$ cat src/rtl/rr_mux_arbiter.sv
// rr_mux_arbiter: registered N-way mux with valid/ready handshakes and
// built-in arbitration. Each cycle it picks one requesting channel,
// either round-robin starting after the last winner or by fixed lowest-index
// priority. The winning beat is loaded into a one-entry output register and
// tagged with its source channel index.
module rr_mux_arbiter #(
    parameter int WIDTH = 16,
    parameter int N     = 8,
    localparam int IDW  = (N > 1) ? $clog2(N) : 1
) (
    input  logic                 clock,
    input  logic                 reset_n,
    input  logic [N*WIDTH-1:0]   in_data,
    input  logic [N-1:0]         in_valid,
    output logic [N-1:0]         in_ready,
    input  logic                 prio_mode,
    output logic [WIDTH-1:0]     out_data,
    output logic [IDW-1:0]       out_id,
    output logic                 out_valid,
    input  logic                 out_ready
);

    logic [IDW-1:0] ptr;
    logic           can_load;
    logic           any_valid;
    logic           grant_hit;
    logic [IDW-1:0] grant_idx;
    logic [IDW-1:0] rr_idx;
    logic [IDW-1:0] rr_cand;
    logic [IDW-1:0] fp_idx;

    assign can_load  = !out_valid || out_ready;
    assign any_valid = |in_valid;

    // Round-robin search: the candidate closest after ptr wins, so the loop
    // walks the offsets from farthest to nearest and the last hit sticks.
    always_comb begin
        rr_idx  = '0;
        rr_cand = '0;
        for (int i = N; i >= 1; i--) begin
            rr_cand = IDW'((int'(ptr) + i) % N);
            if (in_valid[rr_cand]) begin
                rr_idx = rr_cand;
            end
        end
    end

    // Fixed priority: lowest valid index wins, scanned high to low.
    always_comb begin
        fp_idx = '0;
        for (int k = N - 1; k >= 0; k--) begin
            if (in_valid[k]) begin
                fp_idx = IDW'(k);
            end
        end
    end

    // Grant qualification; reset forces every in_ready low even though ptr
    // already sits at its reset value.
    assign grant_hit = reset_n && can_load && any_valid;
    assign grant_idx = prio_mode ? fp_idx : rr_idx;

    // One-hot ready towards the winning producer.
    always_comb begin
        in_ready = '0;
        if (grant_hit) begin
            in_ready[grant_idx] = 1'b1;
        end
    end

    // Output register and pointer: load on grant, drain when consumed.
    // ptr follows every winner in both modes so round-robin resumes after it.
    always_ff @(posedge clock or negedge reset_n) begin
        if (!reset_n) begin
            out_valid <= 1'b0;
            out_data  <= '0;
            out_id    <= '0;
            ptr       <= IDW'(N - 1);
        end else if (grant_hit) begin
            out_valid <= 1'b1;
            out_data  <= in_data[int'(grant_idx)*WIDTH +: WIDTH];
            out_id    <= grant_idx;
            ptr       <= grant_idx;
        end else if (out_valid && out_ready) begin
            out_valid <= 1'b0;
        end
    end

endmodule
$ cat config.mk
export PLATFORM = sky130hd
export DESIGN_NAME = rr_mux_arbiter
export DESIGN_NICKNAME = d
export VERILOG_FILES = /design/src/rtl/rr_mux_arbiter.sv
export SDC_FILE = /design/constraint.sdc
export NUM_CORES = 1
export LEC_CHECK = 0
export CORE_ASPECT_RATIO = 1.2
export CORE_MARGIN = 2
export CORE_UTILIZATION = 44
export DETAILED_ROUTE_END_ITERATION = 10
export PLACE_DENSITY = 0.95
export SYNTH_ARGS = -nofsm -noshare
export SYNTH_HDL_FRONTEND = slang
export SYNTH_SLANG_ARGS = --single-unit
$ cat constraint.sdc
create_clock -name clock -period 6.7 [get_ports clock]
set_input_delay 1.34 -clock clock [delete_from_list [all_inputs] [get_ports clock]]
set_output_delay 1.34 -clock clock [all_outputs]
set_load 0.005 [all_outputs]
# Word level (Yosys, flattened, before mapping)
# Cells that the tools add are included.
[totals]
regBits = 23
out_inout_bits = 28
[op_classes]
add_sub_neg = 8
magnitude_cmp = 10
shifts = 1
mux = 38
reduce_logical = 8
[op_table]
columns = ["operator", "n"]
rows = [
  ["$shiftx 128x8->16", 1],
  ["$mux 3", 17],
  ["$lt 3x4->1 const B", 9],
  ["$bmux 1 s3", 8],
  ["$add 3x3->3 const B", 4],
  ["$mux 1", 11],
  ["$mux 8", 1],
  ["$reduce_or 8->1", 1],
  ["$add 3x1->3 const B", 2],
  ["$add 3x2->3 const B", 2],
  ["$logic_and 1x1->1", 4],
  ["$demux 1 s3", 1],
  ["$ge 3x1->1 const B", 1],
  ["$reduce_bool 2->1", 1],
  ["$logic_not 1->1", 1],
  ["$logic_or 1x1->1", 1],
]

# Logic depth before layout (Yosys ltp)
[depth]
ltp_word = 17
mapped_depth = 17
mapped_depth_nobuf = 11

# Worst setup path after synthesis
# No wires, ideal clock.
[synth_path]
kind = "register to output"
start = "register ptr[0]"
end = "output in_ready[0]"
arrival_ps = 3778
required_time_ps = 5360
setup_slack_ps = 1582
stages_incl_launch_ff = 17
cell_sequence = "dfstp_2 -> buf_4 -> buf_12 -> buf_2 -> inv_1 -> ha_1 -> buf_1 -> mux4_2 -> nand2b_1 -> o2111ai_1 -> nor3_1 -> nor3b_1 -> buf_2 -> buf_2 -> buf_2 -> nand2_1 -> nor3b_1"
[synth_via]
elab_chain_cells = 17
elab_cells_between_ends = 39
[synth_lines]
columns = ["element", "line_no", "text"]
rows = [
  ["start: declaration", "23", "logic [IDW-1:0] ptr;"],
  ["start signal: assignment", "78", "ptr <= IDW'(N - 1);"],
  ["start signal: assignment", "83", "ptr <= grant_idx;"],
  ["$add 3x1->3", "41", "rr_cand = IDW'((int'(ptr) + i) % N);"],
  ["$bmux 1 s3", "42", "if (in_valid[rr_cand]) begin"],
  ["$mux 1 (implied by the code)", "42", ""],
  ["$mux 3 (7 in a row)", "42", ""],
  ["$mux 3 (*)", "42", ""],
  ["$mux 3 (*)", "61", "assign grant_idx = prio_mode ? fp_idx : rr_idx;"],
  ["$lt 3x4->1 (implied by the code) / $ge 3x1->1 (equally long branches)", "67", "in_ready[grant_idx] = 1'b1;"],
  ["$logic_and 1x1->1 (implied by the code)", "67", ""],
  ["$mux 1 (implied by the code)", "67", ""],
  ["$demux 1 s3 (*)", "67", ""],
  ["$mux 8 (*)", "66", "if (grant_hit) begin"],
  ["end: declaration", "15", "output logic [N-1:0] in_ready,"],
]
# Every way passes the cells marked *; elsewhere a longest branch is shown, timed or not. The select of a mux whose other input is x is not followed.

# Final worst setup path
[layout_path]
start = "input in_valid[2]"
end = "output in_ready[0]"
[layout_via]
elab_chain_cells = 16
elab_cells_between_ends = 36
[layout_lines]
columns = ["element", "line_no", "text"]
rows = [
  ["start: declaration", "14", "input logic [N-1:0] in_valid,"],
  ["$bmux 1 s3", "42", ""],
  ["$mux 1 (implied by the code)", "42", ""],
  ["$mux 3 (8 in a row)", "42", ""],
  ["$mux 3", "61", ""],
  ["$lt 3x4->1 (implied by the code) / $ge 3x1->1 (equally long branches)", "67", ""],
  ["$logic_and 1x1->1 (implied by the code)", "67", ""],
  ["$mux 1 (implied by the code)", "67", ""],
  ["$demux 1 s3", "67", ""],
  ["$mux 8 (*)", "66", ""],
]
# Marked as above.

==> impl.org <==
** Timing
- The worst pin sits at a relative slew slack of 0.346.
- Post-layout min period :: between 6 and 7 ns
- FMAX :: about 160 MHz
- The number of hold-slack violations in the final timing report was 0.
- Setup violations remaining at the end of the flow were counted as 0.
- Post-Route Hold Slack :: just over 0.5 ns
- Final clock period utilization by the worst path :: 0.938
- For the pin with the worst max-slew slack, the measured transition is just under 1 ns.
- Setup repair after global routing left no endpoint under its margin.
- Setup total negative slack on the finished layout was measured at 0 ns.
- Final Slew Violations :: 0
- Clock Skews :: ~0.0052 ns

** Layout
- From synthesis to final layout, the design area changed by 53.8%.
- Counting the fill cells in the layout gives 543.
- In the final layout, the multi-input gates occupy 2410 um^2.
- Summing all flip-flop and latch instances after layout gives approximately 580 um^2.
- Proportion of layout cells with a drive suffix above 1 :: 0.104
- For this run, the post-layout net count is ~630.
- Ant diodes :: 0
- Once layout is done, the placed cells without fillers occupy 4930 um^2.

** Clocking
- TritonCTS created 3 clock buffers.
- Post-CTS sizing :: 0
- Post-CTS setup-driven buffer insertion count :: 0
- TritonCTS built the clock tree.
- Post-CTS clock slew at the launch and capture registers of the worst setup and hold paths :: roughly 0.090 ns
- The tree is rooted in a sky130_fd_sc_hd__clkbuf_8.
- In this run the deepest clock path goes through 2 buffers.
- CTS built an H-tree with a depth of 1.
- Clock network latency to the later pin of the worst-skew pair :: roughly 0.27 ns
- Count of hold buffers inserted by post-cts repair :: 0
- The clock net in this run drives a total of 23 sinks.

** Yosys
- Number of enable flip-flop cells after synthesis :: 0
- Yosys warnings :: 0
- Async set-or-reset flop fraction in the synthesized netlist :: 1.00
- Most used DFF post-synth :: sky130_fd_sc_hd__dfrtp_1
- Each instance of the synthesized netlist takes up on average ~9.4 um^2.
- Number of unique standard cell types used by synthesis :: 58
- Counting every net in the synthesized netlist gives 484.
- The synthesized design contains 23 register bits.
- Combined area of all synthesized cells :: ~3200 um^2
- Synthesis produced roughly 340 cells.
- Of the synthesized area, sequential elements account for 0.181.

** Job
- Max_cap viols :: 0

** Global routing
- Total GRT Usage :: 0.281
- Wire length of the first global-routing pass :: approximately 17 mm
- The number of antenna violations at the first check in global routing was 0.
- Entering global routing, the biggest net connects 36 pins.
- Number of global-route vias before repair :: ~3.6k
- The total overflow left after global routing is 0.

** Place
- The wire-length estimate of the detail-placed layout is slightly above 9 mm.
- Standard cell area after detailed placement :: ~4900 um^2
- Gpl congestion :: approximately 1
- The count of buffers added on input and output ports is around 170.

** Pwr
- Total power divided by cell area :: 466 nW/um^2
- Net switching power of the design :: 1.10 mW
- Of the total power, the share spent switching nets is 0.479.
- Leakage power figure :: 1.92 nW
- Of the total power, registers draw 0.125.
- Of the total power, combinational logic draws 0.836.
- VDD sags by at most 0.305 mV.
- The internal power of the cells totals roughly 1.2 mW.
- Portion of total power attributed to the clock network :: 0.039

** Route
- Detailed Route Iter0 Violations :: 305
- Final routed DRC violation total :: 0
- Final antenna-violating net count :: 0
- Initial DRT Pass Iterations :: 4
- The routed layout has between 3k and 4k vias.
- Per-cell routed wire length :: 19.1 um
- After detailed routing, the number of vias per cell comes to between 6 and 7.
- Post-Route WL :: 11.1 mm

** Min path
- Worst hold path type :: flip-flop to flip-flop

** Setup path
- Required time at the worst-slack endpoint :: about 5.4 ns
- Kind of start point of the critical path :: input pin
- In this run the worst path has a maximum fanout of 23.
- Crit path arrival time :: a little under 5 ns
- STA classifies the critical path endpoint as a primary output.
- Critical path class :: input pin to primary output

** Die
- Core area :: about 7000 um^2
- For this configuration, the core starts out at a cell density of 0.449.
- In this run the vertical extent of the chip is around 98 um.
- The die covers around 8000 um^2.
- Number of top-level pins :: between 150 and 200
- The floorplan has 34 rows.
- Die X :: about 82 um

** Outcome
- Result of the run :: complete, no violations
==> worst max-delay path, stage by stage <==
cell and delay [ns]:
sky130_fd_sc_hd__clkdlybuf4s50_1 0.59, sky130_fd_sc_hd__mux4_1 0.70, sky130_fd_sc_hd__mux2i_1 0.29, sky130_fd_sc_hd__or4b_1 0.16
sky130_fd_sc_hd__o311ai_0 0.16, sky130_fd_sc_hd__nor3b_2 0.39, sky130_fd_sc_hd__buf_4 0.36, sky130_fd_sc_hd__nand2_1 0.15
sky130_fd_sc_hd__nor3b_1 0.22, sky130_fd_sc_hd__clkdlybuf4s50_1 0.57
==> placed cells by master (no fill, tap or decap), drive strengths merged, types with 13 or more instances in the layout <==
cell,count
clkdlybuf4s50,167
mux2i,61
a221o,13
mux4,14
nor2b,17
dfrtp,20
mux2,15
nor2,22
a211oi,36
nand2,15
==> power groups by stage <==
stage / clock network [mW] / registers [mW] / logic (mW)
final: 0.0890 / 0.288 / 1.92
after global routing: 0.0972 / 0.296 / 2.07
after CTS: 0.0899 / 0.286 / 1.92
after detailed placement: 0 / 0.286 / 1.91
after global placement: 0 / 0.286 / 1.87
after floorplan: 0 / 0.256 / 1.45
==> cell families (layout without fill, tap and decap cells) <==
group | after synthesis | in the layout | synth area share
AO/OA/AOI/OAI | 90 | 90 | 0.231
XOR/XNOR | 3 | 3 | 0.00820
adder cells (fa/ha/maj) | 2 | 2 | 0.00780
buffers and inverters | 42 | 189 | 0.0718
flip-flops | 23 | 23 | 0.181
multiplexers | 90 | 90 | 0.345
AND/OR/NAND/NOR | 92 | 92 | 0.156
==> layer usage <==
layer / track usage / vias to the layer above / wire length, um
met2: 0.482 / 187 / 5740
met4: 0.115 / 0 / 479
met3: 0.0586 / 40 / 850
li1: - / 1623 / -
met1: 0.330 / 1670 / 4010
met5: 0 / - / 0
==> synth_stat cells (4+ instances only) <==
| cell type | count | area (um^2) |
|---|---|---|
| sky130_fd_sc_hd__a211oi_1 | 36 | 270 |
| sky130_fd_sc_hd__a21oi_1 | 8 | 40.0 |
| sky130_fd_sc_hd__a221o_1 | 13 | 130 |
| sky130_fd_sc_hd__and2b_1 | 6 | 45.0 |
| sky130_fd_sc_hd__buf_2 | 12 | 60.1 |
| sky130_fd_sc_hd__buf_6 | 4 | 45.0 |
| sky130_fd_sc_hd__clkbuf_1 | 14 | 52.6 |
| sky130_fd_sc_hd__dfrtp_1 | 20 | 500 |
| sky130_fd_sc_hd__inv_1 | 6 | 22.5 |
| sky130_fd_sc_hd__mux2_2 | 13 | 146 |
| sky130_fd_sc_hd__mux2i_1 | 61 | 611 |
| sky130_fd_sc_hd__mux4_2 | 11 | 248 |
| sky130_fd_sc_hd__nand2_1 | 14 | 52.6 |
| sky130_fd_sc_hd__nand2b_1 | 7 | 43.8 |
| sky130_fd_sc_hd__nand3_1 | 6 | 30.0 |
| sky130_fd_sc_hd__nor2_1 | 22 | 82.6 |
| sky130_fd_sc_hd__nor2b_1 | 17 | 106 |
| sky130_fd_sc_hd__nor4_1 | 4 | 25.0 |
| sky130_fd_sc_hd__o22ai_1 | 4 | 25.0 |
==> final cells by class <==
class,instances,area share
sequential,23,0.117
timing repair buffer,179,0.357
inverter,6,0.00457
multi-input combinational,277,0.488
clock inverter,1,0.00101
tap,90,0.0228
clock buffer,3,0.00837
==> through the flow <==
stage	std cells	power (mW)	utilization	setup WS [ns]
CTS	579	2.29	0.690	0.463
finish	579	2.30	0.690	0.413
global placement	575	2.15	0.683	0.554
floorplan	342	1.71	-	1.58
global route	579	2.46	0.690	0.243
detailed placement	575	2.20	0.683	0.480
==> state kept, by name, summed over array words and instances (netlist names) <==
signal	count
out_valid	1
out_data	16
ptr	3
out_id	3
==> worst paths after layout <==
path | from | endpoint | slack [ns] | cells after the start
max in group asynchronous | reset_n | ptr[2] | 4.96 | 2
worst min register to register | out_id[1] | out_id[1] | 0.50 | 1
min in group asynchronous | reset_n | out_valid | 1.45 | 2
worst max register to register | ptr[1] | out_data[7] | 1.96 | 13
worst min-delay path | out_id[1] | out_id[1] | 0.50 | 1
worst max-delay path | in_valid[2] | in_ready[0] | 0.41 | 10
Power figures use the tool's default switching activity.
